`config.mk`:
```
export PLATFORM = sky130hd
export DESIGN_NAME = shift_right_unit
export DESIGN_NICKNAME = d
export VERILOG_FILES = /design/src/rtl/shift_right_unit_pkg.sv /design/src/rtl/shift_right_step.sv /design/src/rtl/shift_right_unit.sv
export SDC_FILE = /design/constraint.sdc
export NUM_CORES = 1
export LEC_CHECK = 0
export ABC_AREA = 1
export CAP_MARGIN = 0
export CORE_AREA = 5 5 73 75
export CTS_CLUSTER_DIAMETER = 50
export CTS_CLUSTER_SIZE = 28
export DETAILED_ROUTE_END_ITERATION = 12
export DIE_AREA = 0 0 78 80
export GPL_ROUTABILITY_DRIVEN = 0
export PLACE_DENSITY = 0.89
export SYNTH_ARGS = -nofsm -noshare
export SYNTH_HDL_FRONTEND = slang
export SYNTH_SLANG_ARGS = --single-unit
```
`constraint.sdc`:
```
create_clock -name Clk -period 3.2 [get_ports Clk]
set_input_delay 0.32 -clock Clk [delete_from_list [all_inputs] [get_ports Clk]]
set_output_delay 0.32 -clock Clk [all_outputs]
set_load 0.05 [all_outputs]
```
`src/rtl/shift_right_unit_pkg.sv`:
```
// Shared constants for the serial right-shift unit: default widths and FSM encoding.
package shift_right_unit_pkg;

  localparam int unsigned WIDTH_DEFAULT   = 32;
  localparam int unsigned SHAMT_W_DEFAULT = 5;

  typedef logic [1:0] state_t;

  localparam state_t ST_IDLE  = 2'd0;
  localparam state_t ST_SHIFT = 2'd1;
  localparam state_t ST_DONE  = 2'd2;

endpackage

```
`src/rtl/shift_right_step.sv`:
```
// One-bit right shift; the vacated MSB takes the old MSB when fill_sel_i=1, else 0.
module shift_right_step #(
  parameter int unsigned WIDTH = 32
) (
  input  logic [WIDTH-1:0] data_i,
  input  logic             fill_sel_i,
  output logic [WIDTH-1:0] data_o
);

  logic fill_bit;

  // Select sign or zero fill and shift by one
  always_comb begin
    fill_bit = fill_sel_i & data_i[WIDTH-1];
    data_o   = {fill_bit, data_i[WIDTH-1:1]};
  end

endmodule

```
`src/rtl/shift_right_unit.sv`:
```
// Serial SRL/SRA unit: accepts an operand in IDLE, shifts one bit per cycle in SHIFT,
// pulses Done for one cycle in DONE. Out is the data register itself.
module shift_right_unit
  import shift_right_unit_pkg::*;
#(
  parameter int unsigned WIDTH   = WIDTH_DEFAULT,
  parameter int unsigned SHAMT_W = SHAMT_W_DEFAULT
) (
  input  logic               Clk,
  input  logic               Rst,
  input  logic               Start,
  input  logic [WIDTH-1:0]   In,
  input  logic [SHAMT_W-1:0] Shamt,
  input  logic               Arith,
  output logic [WIDTH-1:0]   Out,
  output logic               Ready,
  output logic               Done
);

  state_t             state_q, state_d;
  logic [SHAMT_W-1:0] cnt_q, cnt_d;
  logic [WIDTH-1:0]   data_q, data_d;
  logic               arith_q, arith_d;
  logic [WIDTH-1:0]   step_data;

  shift_right_step #(
    .WIDTH (WIDTH)
  ) u_step (
    .data_i     (data_q),
    .fill_sel_i (arith_q),
    .data_o     (step_data)
  );

  // Next-state, counter and data-register update
  always_comb begin
    state_d = state_q;
    cnt_d   = cnt_q;
    data_d  = data_q;
    arith_d = arith_q;
    unique case (state_q)
      ST_IDLE: begin
        if (Start) begin
          data_d  = In;
          cnt_d   = Shamt;
          arith_d = Arith;
          state_d = (Shamt != '0) ? ST_SHIFT : ST_DONE;
        end
      end
      ST_SHIFT: begin
        data_d = step_data;
        cnt_d  = cnt_q - SHAMT_W'(1);
        if (cnt_q == SHAMT_W'(1)) begin
          state_d = ST_DONE;
        end
      end
      ST_DONE: begin
        state_d = ST_IDLE;
      end
      default: begin
        state_d = ST_IDLE;
      end
    endcase
  end

  // State registers with asynchronous reset
  always_ff @(posedge Clk or posedge Rst) begin
    if (Rst) begin
      state_q <= ST_IDLE;
      cnt_q   <= '0;
      data_q  <= '0;
      arith_q <= 1'b0;
    end else begin
      state_q <= state_d;
      cnt_q   <= cnt_d;
      data_q  <= data_d;
      arith_q <= arith_d;
    end
  end

  // Outputs decoded straight from registered state
  always_comb begin
    Out   = data_q;
    Ready = (state_q == ST_IDLE);
    Done  = (state_q == ST_DONE);
  end

endmodule
```
==> metrics, run 1 <==
P_leak ~1.4 nW; Max Clock Skew ~0.01 ns; setup bufs post-CTS 0; post-cts resize count 0; fin crit share 62.5%; Flop pwr share a little over a quarter; DR WL/cell 12.5 µm; CP Class register to output pin; WP data arrival approximately 1.7 ns; switching share of power 53.7%; H-tree Lvls 2; All-Layer GR Usage 17.2%; fillers 420; Antenna Nets Post-Route 0; status completed; Yosys Warn Count 0; slew at the pin closest to its max-slew limit approximately 0.61 ns; Non-Filler Instances 408; P per Cell Area between 1000 and 1500 nW/µm²; Mapped Area between 2000 and 2500 µm²; Chip Height roughly 80 µm; TNS Setup 0 ns; register area 1000 µm²; DP Wirelength 3.83 mm; Synth Instances 283; GR Overflow Total 0; initial drt markers around 110; Syn-to-layout area delta 37.9%; CTS tree built; DR pass1 iterations 4; Buffers on Ports 74; Final Hold Vio Count 0; CTS Hold Buffers Added 0; initial antenna violation count 0; diodes inserted 0; placed insts 400; # DRC 0; area occupied by multi-input gates around 820 µm²; min cycle time layout between 1.5 and 2 ns; row cnt 25; Synth Register Bits 40; Die Width between 70 and 80 µm; Synth top area share 47.6%; Total Routed Length just over 5 mm; P_sw about 0.0019 W; combinational share of power about 64%; crit end category output pin; worst vdd ir between 0.0006 and 0.0007 V; clock buffer depth 2; Core ar. 4600 µm²; num ports 75; clock slew at reported path FFs about 0.08 ns; largest net degree at the start of global routing 69; vias in the first global route slightly below 2,000; Yosys cell types 15; relative slew slack about 60%; most frequent cells after synthesis nand2_1 (96), inv_1 (43), dfrtp_1 (40); number of synthesized flops with an enable pin 0; Clk pwr share under 10%; global-route wire length before repair approximately 8.7 mm; root buffer cell clkbuf_8; syn_nets between 300 and 400; clock tree sinks 40; Synth async-reset ratio 100%; max_cap viols 0; Final Max Slew Viols 0; Critical Path RT roughly 2.9 ns; setup violators final 0; post-synthesis sequential area ratio a little under half; drt via density about 4.8; dominant cell by count in the synthesized netlist nand2_1; RSZ-0062 raised after global routing no; Post-synth top flop dfrtp_1; Max Fclk 500 MHz; Syn Area/Cell roughly 7.4 µm²; crit-path max FO 4; DIE AREA about 6200 µm²; nets slightly below 400; initial core utilization between 40 and 50%; CP Launch Type register; vias between 1,500 and 2,000; Clk Latency, worst-skew pair about 0.30 ns; Hold Crit Class primary input to async pin; share of layout cells above drive strength 1 4.24%; Synth area leader dfrtp_1; Int Pwr between 0.0015 and 0.002 W; total CTS buffers 5; synth top area cells dfrtp_1 (48%), nand2_1 (17%), o21ai_0 (8.3%), inv_1 (7.7%), o21ai_1 (7.4%)
## power groups by stage
stage               logic, W  registers [W]  clock network (W)
floorplan            0.00110        0.00153                  0
global placement     0.00219       0.000902                  0
detailed placement   0.00225       0.000915                  0
CTS                  0.00226       0.000906           0.000344
global route         0.00247       0.000936           0.000365
finish               0.00224       0.000906           0.000333
## worst max-delay path: stages, from the launching register on
cell	delay [ns]
dfrtp_1	0.43
nor2_2	0.14
clkdlybuf4s50_1	0.82
## worst paths after layout
path	from	end	slack, ns	cells past startpoint
setup reg to reg	state_q[0]	Out[19]	1.48	6
hold reg to reg	Out[0]	Out[0]	0.50	2
hold / removal	Rst	Out[15]	0.39	2
min in group Clk	Out[0]	Out[0]	0.50	2
max in group asynchronous	Rst	cnt_q[1]	2.04	3
setup / recovery	state_q[0]	Ready	1.20	2
## cell type report
class	instances	area share, %
multi-input combinational	186	28.3
sequential	40	34.5
clock inverter	3	0.647
inverter	43	5.56
clock buffer	5	2.37
timing repair buffer	77	26.3
tap	54	2.33
## cells by family after synthesis
family | Yosys count | share of synthesized area [%]
buf+inv | 57 | 13.4
flops | 40 | 47.6
fa+ha+maj | 2 | 1.19
compound gates | 66 | 15.7
simple gates | 118 | 22.2
## layer usage
layer / up-vias / global-route usage (%) / part of all wire [%]
met5: - / 0 / 0
li1: 1022 / - / -
met1: 882 / 21.1 / 44
met2: 62 / 29.7 / 48
met3: 4 / 5.19 / 7.0
met4: 0 / 4.05 / 0.84
## through the flow
stage | setup WS (ns) | utilization (%) | power (W) | instance area [µm²] | hold WS (ns)
floorplan | 1.61 | - | 0.00263 | 2100 | 0.430
global placement | 1.33 | 61.2 | 0.00309 | 2820 | 0.485
detailed placement | 1.25 | 61.2 | 0.00317 | 2820 | 0.489
CTS | 1.19 | 63.1 | 0.00351 | 2900 | 0.416
global route | 1.13 | 63.1 | 0.00377 | 2900 | 0.457
finish | 1.20 | 63.1 | 0.00348 | 2900 | 0.391
## flip-flops by register name, summed over array words and instances, names as in the netlist
signal	count
Out	32
cnt_q	5
state_q	2
arith_q	1
## placed cells by master (no fill, tap or decap)
cell type	instances
clkinv_4	1
clkbuf_8	5
nor2_1	8
buf_4	3
inv_1	43
o21ai_1	31
clkdlybuf4s50_1	74
nand2_2	3
ha_1	2
nand3_1	9
clkinv_2	2
o21ai_0	35
nand4_1	1
dfrtp_1	40
nand2_1	96
nor2_2	1
No activity file was read; power rests on OpenSTA's default activity.
==> run 2: changes to the inputs <==
--- a/config.mk
+++ b/config.mk
@@ -7,13 +7,13 @@
 export LEC_CHECK = 0
 export ABC_AREA = 1
 export CAP_MARGIN = 0
-export CORE_AREA = 5 5 73 75
+export CORE_AREA = 5 5 79 81
 export CTS_CLUSTER_DIAMETER = 50
 export CTS_CLUSTER_SIZE = 28
 export DETAILED_ROUTE_END_ITERATION = 12
-export DIE_AREA = 0 0 78 80
+export DIE_AREA = 0 0 84 86
 export GPL_ROUTABILITY_DRIVEN = 0
-export PLACE_DENSITY = 0.89
+export PLACE_DENSITY = 0.81
 export SYNTH_ARGS = -nofsm -noshare
 export SYNTH_HDL_FRONTEND = slang
 export SYNTH_SLANG_ARGS = --single-unit
==> constraint.sdc (replaced) <==
create_clock -name Clk -period 1.72 [get_ports Clk]
set_input_delay 0.172 -clock Clk [delete_from_list [all_inputs] [get_ports Clk]]
set_output_delay 0.172 -clock Clk [all_outputs]
set_load 0.05 [all_outputs]
==> metrics, run 2 (synthesis gave the netlist of run 1 again) <==
status completed; cell count of the worst reg-to-reg path 7; root buffer cell clkbuf_8; slew at the pin closest to its max-slew limit a little over 0.5 ns; Chip Height 86 µm; worst vdd ir 0.00101 V; relative slew slack 65.1%; DR WL/cell roughly 12 µm; RSZ-0062 raised after global routing no; crit end category output pin; clock slew at reported path FFs approximately 0.080 ns; Max Fclk about 600 MHz; nets just under 400; initial drt markers roughly 80; fillers roughly 550; Worst R2R Setup Slack around 0.44 ns; clock tree sinks 40; Max Clock Skew between 0.007 and 0.008 ns; total CTS buffers 5; max reg flops 32; DP Wirelength between 3 and 4 mm; setup bufs post-CTS 0; sequence of cells on the critical path clkdlybuf4s50_1; num ports 75; CP Launch Type register; Die Width roughly 84 µm; All-Layer GR Usage approximately 15%; TNS Setup 0 ns; CTS tree built; drt via density between 4 and 5; max_cap viols 0; min cycle time layout between 1.5 and 2 ns; RR Endpoint Out[13]; Clk Latency, worst-skew pair about 0.29 ns; share of layout cells above drive strength 1 under 10%; vias 1,944; diodes inserted 0; # DRC 0; DIE AREA 7220 µm²; Buffers on Ports 74; Total Routed Length approximately 5.0 mm; Top Family by Delay on Critical Path buffers and inverters; CP Class register to output pin; Syn-to-layout area delta 40.2%; P_leak 1.42 nW; initial antenna violation count 0; CP peak stage delay just over 0.8 ns; GR Overflow Total 0; post-cts resize count 0; clock buffer depth 2; fin crit share 95.2%; crit-path max FO 2; WP data arrival 1.47 ns; DR pass1 iterations 4; most common cell after layout, fill and taps aside nand2_1; register area about 1000 µm²; Critical Path RT 1.55 ns; final cell utilization of the core between 50% and 60%; CTS Hold Buffers Added 0; Worst R2R Start state_q[1]; P per Cell Area around 2200 nW/µm²; Antenna Nets Post-Route 0; row cnt 27; Final Max Slew Viols 0; Worst Path Buf+Inv 1; vias in the first global route between 1,500 and 2,000; H-tree Lvls 2; slowest CP cell clkdlybuf4s50_1; most frequent cells in the layout nand2_1 (96), clkdlybuf4s50_1 (67), inv_1 (42); initial core utilization approximately two fifths; Core ar. ~5400 µm²; Tot Pwr around 0.0065 W; Hold Crit Class primary input to async pin; Final Hold Vio Count 0; largest net degree at the start of global routing 42; setup violators final 0; area occupied by multi-input gates around 800 µm²; worst hold slack about 0.18 ns; global-route wire length before repair around 8.7 mm; logic depth of the worst path, buffers included 1
[run 2: cell count changes in the layout (fill, tap and decap cells not counted), sizes merged]
cell	previous run	this run
clkdlybuf4s50	74	67
inv	43	42
clkinv	3	1
clkbuf	5	8
buf	3	12
[run 2: final cells by class]
class | instances | share of cell area [%]
well taps | 72 | 3.05
clock buffers | 8 | 3.05
multi-input cells | 186 | 27.9
inverters | 43 | 5.47
flip-flops and latches | 40 | 33.9
repair buffers | 79 | 26.6
[run 2: per-layer routing]
metal	vias up	wire length, µm	GRT usage (%)	part of all wire (%)
li1	1028	-	-	-
met1	860	2250	18.1	45
met2	54	2390	24.9	48
met3	2	314	4.23	6.3
met4	0	19	4.68	0.38
met5	-	0	0	0
[run 2: through the flow]
stage	setup slack [ns]	area [µm²]	cells
2_1_floorplan	0.127	2100	283
3_3_place_gp	0.393	2860	420
3_5_place_dp	0.380	2860	420
4_1_cts	0.0638	2950	428
5_1_grt	0.0265	2950	428
6_report	0.0819	2950	428
[run 2: worst max-delay path by stage]
stage | from | to | slack, ns
finish | Out[0] | Out[0] | 0.08
global route | Out[4] | Out[4] | 0.03
CTS | Out[23] | Out[23] | 0.06
detailed placement | Start | Out[22] | 0.38
global placement | Out[25] | Out[25] | 0.39
floorplan | state_q[0] | Out[30] | 0.13
[run 2: where the power goes]
| group | leakage [nW] | switching, W | internal, W |
|---|---|---|---|
| logic | 0.871 | 0.00286 | 0.00137 |
| clock network | 0.0455 | 0.000319 | 0.000327 |
| registers | 0.498 | 0.000267 | 0.00141 |
| total | 1.42 | 0.00344 | 0.00310 |
==> RTL edit (config.mk and constraints of run 2) <==
Set the package constant `SHAMT_W_DEFAULT` to 10 (it was 5).
--- a/src/rtl/shift_right_unit_pkg.sv
+++ b/src/rtl/shift_right_unit_pkg.sv
@@ -3,5 +3,5 @@
 
   localparam int unsigned WIDTH_DEFAULT   = 32;
-  localparam int unsigned SHAMT_W_DEFAULT = 5;
+  localparam int unsigned SHAMT_W_DEFAULT = 10;
 
   typedef logic [1:0] state_t;
Ports: changed (resized Shamt); port bits go from 75 to 80. No check against the original RTL was run, so the function may have changed too.
==> RTL edit against run 2 <==
Power grew 10%. Design area is 16% higher. Worst setup slack worse by 0.047 ns. Die area is the same. Final cell count up 8.6%. Routed wire length increased by 27%. Register-to-register slack got worse by 0.27 ns. Critical endpoint is now Out[20]. Area after synthesis rose by 17%. Sequential cell count up 5.
==> RTL edit: results (changes against run 2) <==
| Metric | Value |
|---|---|
| Top post-synthesis cells by count | `nand2_1, dfrtp_1, inv_1, nor2_1, o21ai_0` |
| P_sw | `3640 uW (+5.7%)` |
| Outcome | `complete, no violations` |
| Global-route wire length before repair | `10300 um (+18%)` |
| Port-buffer cells | `79 (+6.8%)` |
| Met3 Wirelength | `436 um (+39%)` |
| Detailed Place HPWL | `4640 um (+25%)` |
| R2R Setup Slk | `0.17 ns (-0.27 ns)` |
| M1 WL | `2660 um (+18%)` |
| Fraction of layout cells with a size suffix above 1 | `11.2% (+5.0 points)` |
| Layout net count | `440 (+11%)` |
| P_leak | `0.00161 uW (+14%)` |
| Clock transition at path regs | `0.09 ns` |
| Syn nets | `360 (+10%)` |
| Cell family with most CP delay | `buffers and inverters` |
| Synth cell types | `23 (+8)` |
| Tightest Pin Transition | `0.643 ns (+0.124 ns)` |
| Number of fill cells | `494 (-9.5%)` |
| Skew-Pair Late Insertion Delay | `0.31 ns (+0.02 ns)` |
| Peak VDD IR | `0.835 mV (-18%)` |
| Compound-Gate Fraction of Synth Area | `14.0% (-1.7 points)` |
| Met2 wire len | `3150 um (+32%)` |
| Post-synthesis sequential area ratio | `45.7% (-1.9 points)` |
| Number of global-route vias before repair | `2179 (+12%)` |
| Largest fanout on the critical path | `3 (+1)` |
| Worst Path Arrival | `1.51 ns (+0.04 ns)` |
| Reg2Reg Capture Point | `Out[23]$_DFFE_PP0P_` |
| GRT Total Usage | `17.7% (+3.0 points)` |
| Top post-synthesis cells by area | `dfrtp_1, nand2_1, a211oi_2` |
| Via count | `2296 (+18%)` |
| Worst reg2reg path depth | `5 (-2)` |
| Number of DRC markers in iteration 0 | `150 (+83%)` |
| Critical Path Start | `Out[20]$_DFFE_PP0P_` |
| Ys async rst share | `100% (unchanged)` |
| Adder-Cell Fraction of Synth Area | `1.02% (-0.17 points)` |
| Average wire per standard cell | `13.6 um (+17%)` |
| Largest net degree at the start of global routing | `46 (+9.5%)` |
| Row cnt | `27 (unchanged)` |
| Max reg flops | `32 (unchanged)` |
[RTL edit: cell count changes in the layout (fill, tap and decap cells not counted), moves of 11 or more]
cell / change
nor3_1: +18
inv_1: -11
o21ai_0: -12
a211oi_2: +12
nor2_1: +20
o21ai_1: -31
[RTL edit: kinds of logic (layout without fill, tap and decap cells)]
kind of cell,Yosys count,count (layout)
compound gates,46,46
fa+ha+maj,2,2
buf+inv,50,131
flops,45,45
simple gates,169,169
[RTL edit: how the worst min path moves through the flow]
stage	from	to	cells after the start
finish	Rst	Out[4]$_DFFE_PP0P_	3
global route	Rst	Out[4]$_DFFE_PP0P_	3
CTS	Rst	cnt_q[9]$_DFFE_PP0P_	3
detailed placement	arith_q$_DFFE_PP0P_	arith_q$_DFFE_PP0P_	2
global placement	arith_q$_DFFE_PP0P_	arith_q$_DFFE_PP0P_	2
floorplan	Arith	arith_q$_DFFE_PP0P_	2
[RTL edit: cell type report]
type / instances / area share [%]
Clock inverter: 2 / 1.10
Multi-Input combinational cell: 217 / 31.7
Sequential cell: 45 / 32.9
Tap cell: 72 / 2.63
Clock buffer: 6 / 2.41
Timing Repair Buffer: 88 / 25.4
Inverter: 35 / 3.84
[RTL edit: through the flow]
step / area [um2] / total power (uW) / setup WS, ns / hold slack, ns / std cells
after floorplan: 2460 / 5210 / 0.289 / 0.282 / 312
after global placement: 3290 / 6300 / 0.152 / 0.467 / 457
after detailed placement: 3290 / 6420 / 0.0911 / 0.469 / 457
after CTS: 3400 / 7270 / 0.00807 / 0.213 / 465
after global routing: 3420 / 7730 / 0.00111 / 0.215 / 465
final: 3420 / 7200 / 0.0345 / 0.200 / 465
[RTL edit: power groups by stage]
stage               Sequential, uW  Combinational [uW]  Clock, uW
finish                        1940                4410        843
global route                  2020                4820        898
CTS                           1950                4460        859
detailed placement            1960                4460          0
global placement              1940                4360          0
floorplan                     3090                2120          0
[RTL edit: layer usage]
| layer | global-route usage (%) | vias to the layer above |
|---|---|---|
| li1 | - | 1159 |
| met1 | 22.0 | 1051 |
| met2 | 30.7 | 77 |
| met3 | 3.65 | 9 |
| met4 | 6.14 | 0 |
| met5 | 0 | - |
[RTL edit: what timing repair did]
| action | CTS | global route |
|---|---|---|
| hold endpoints to repair | 0 | 0 |
| gates resized for setup | 1 | 6 |
| setup endpoints to repair | 1 | 6 |
| hold buffers | 0 | 0 |
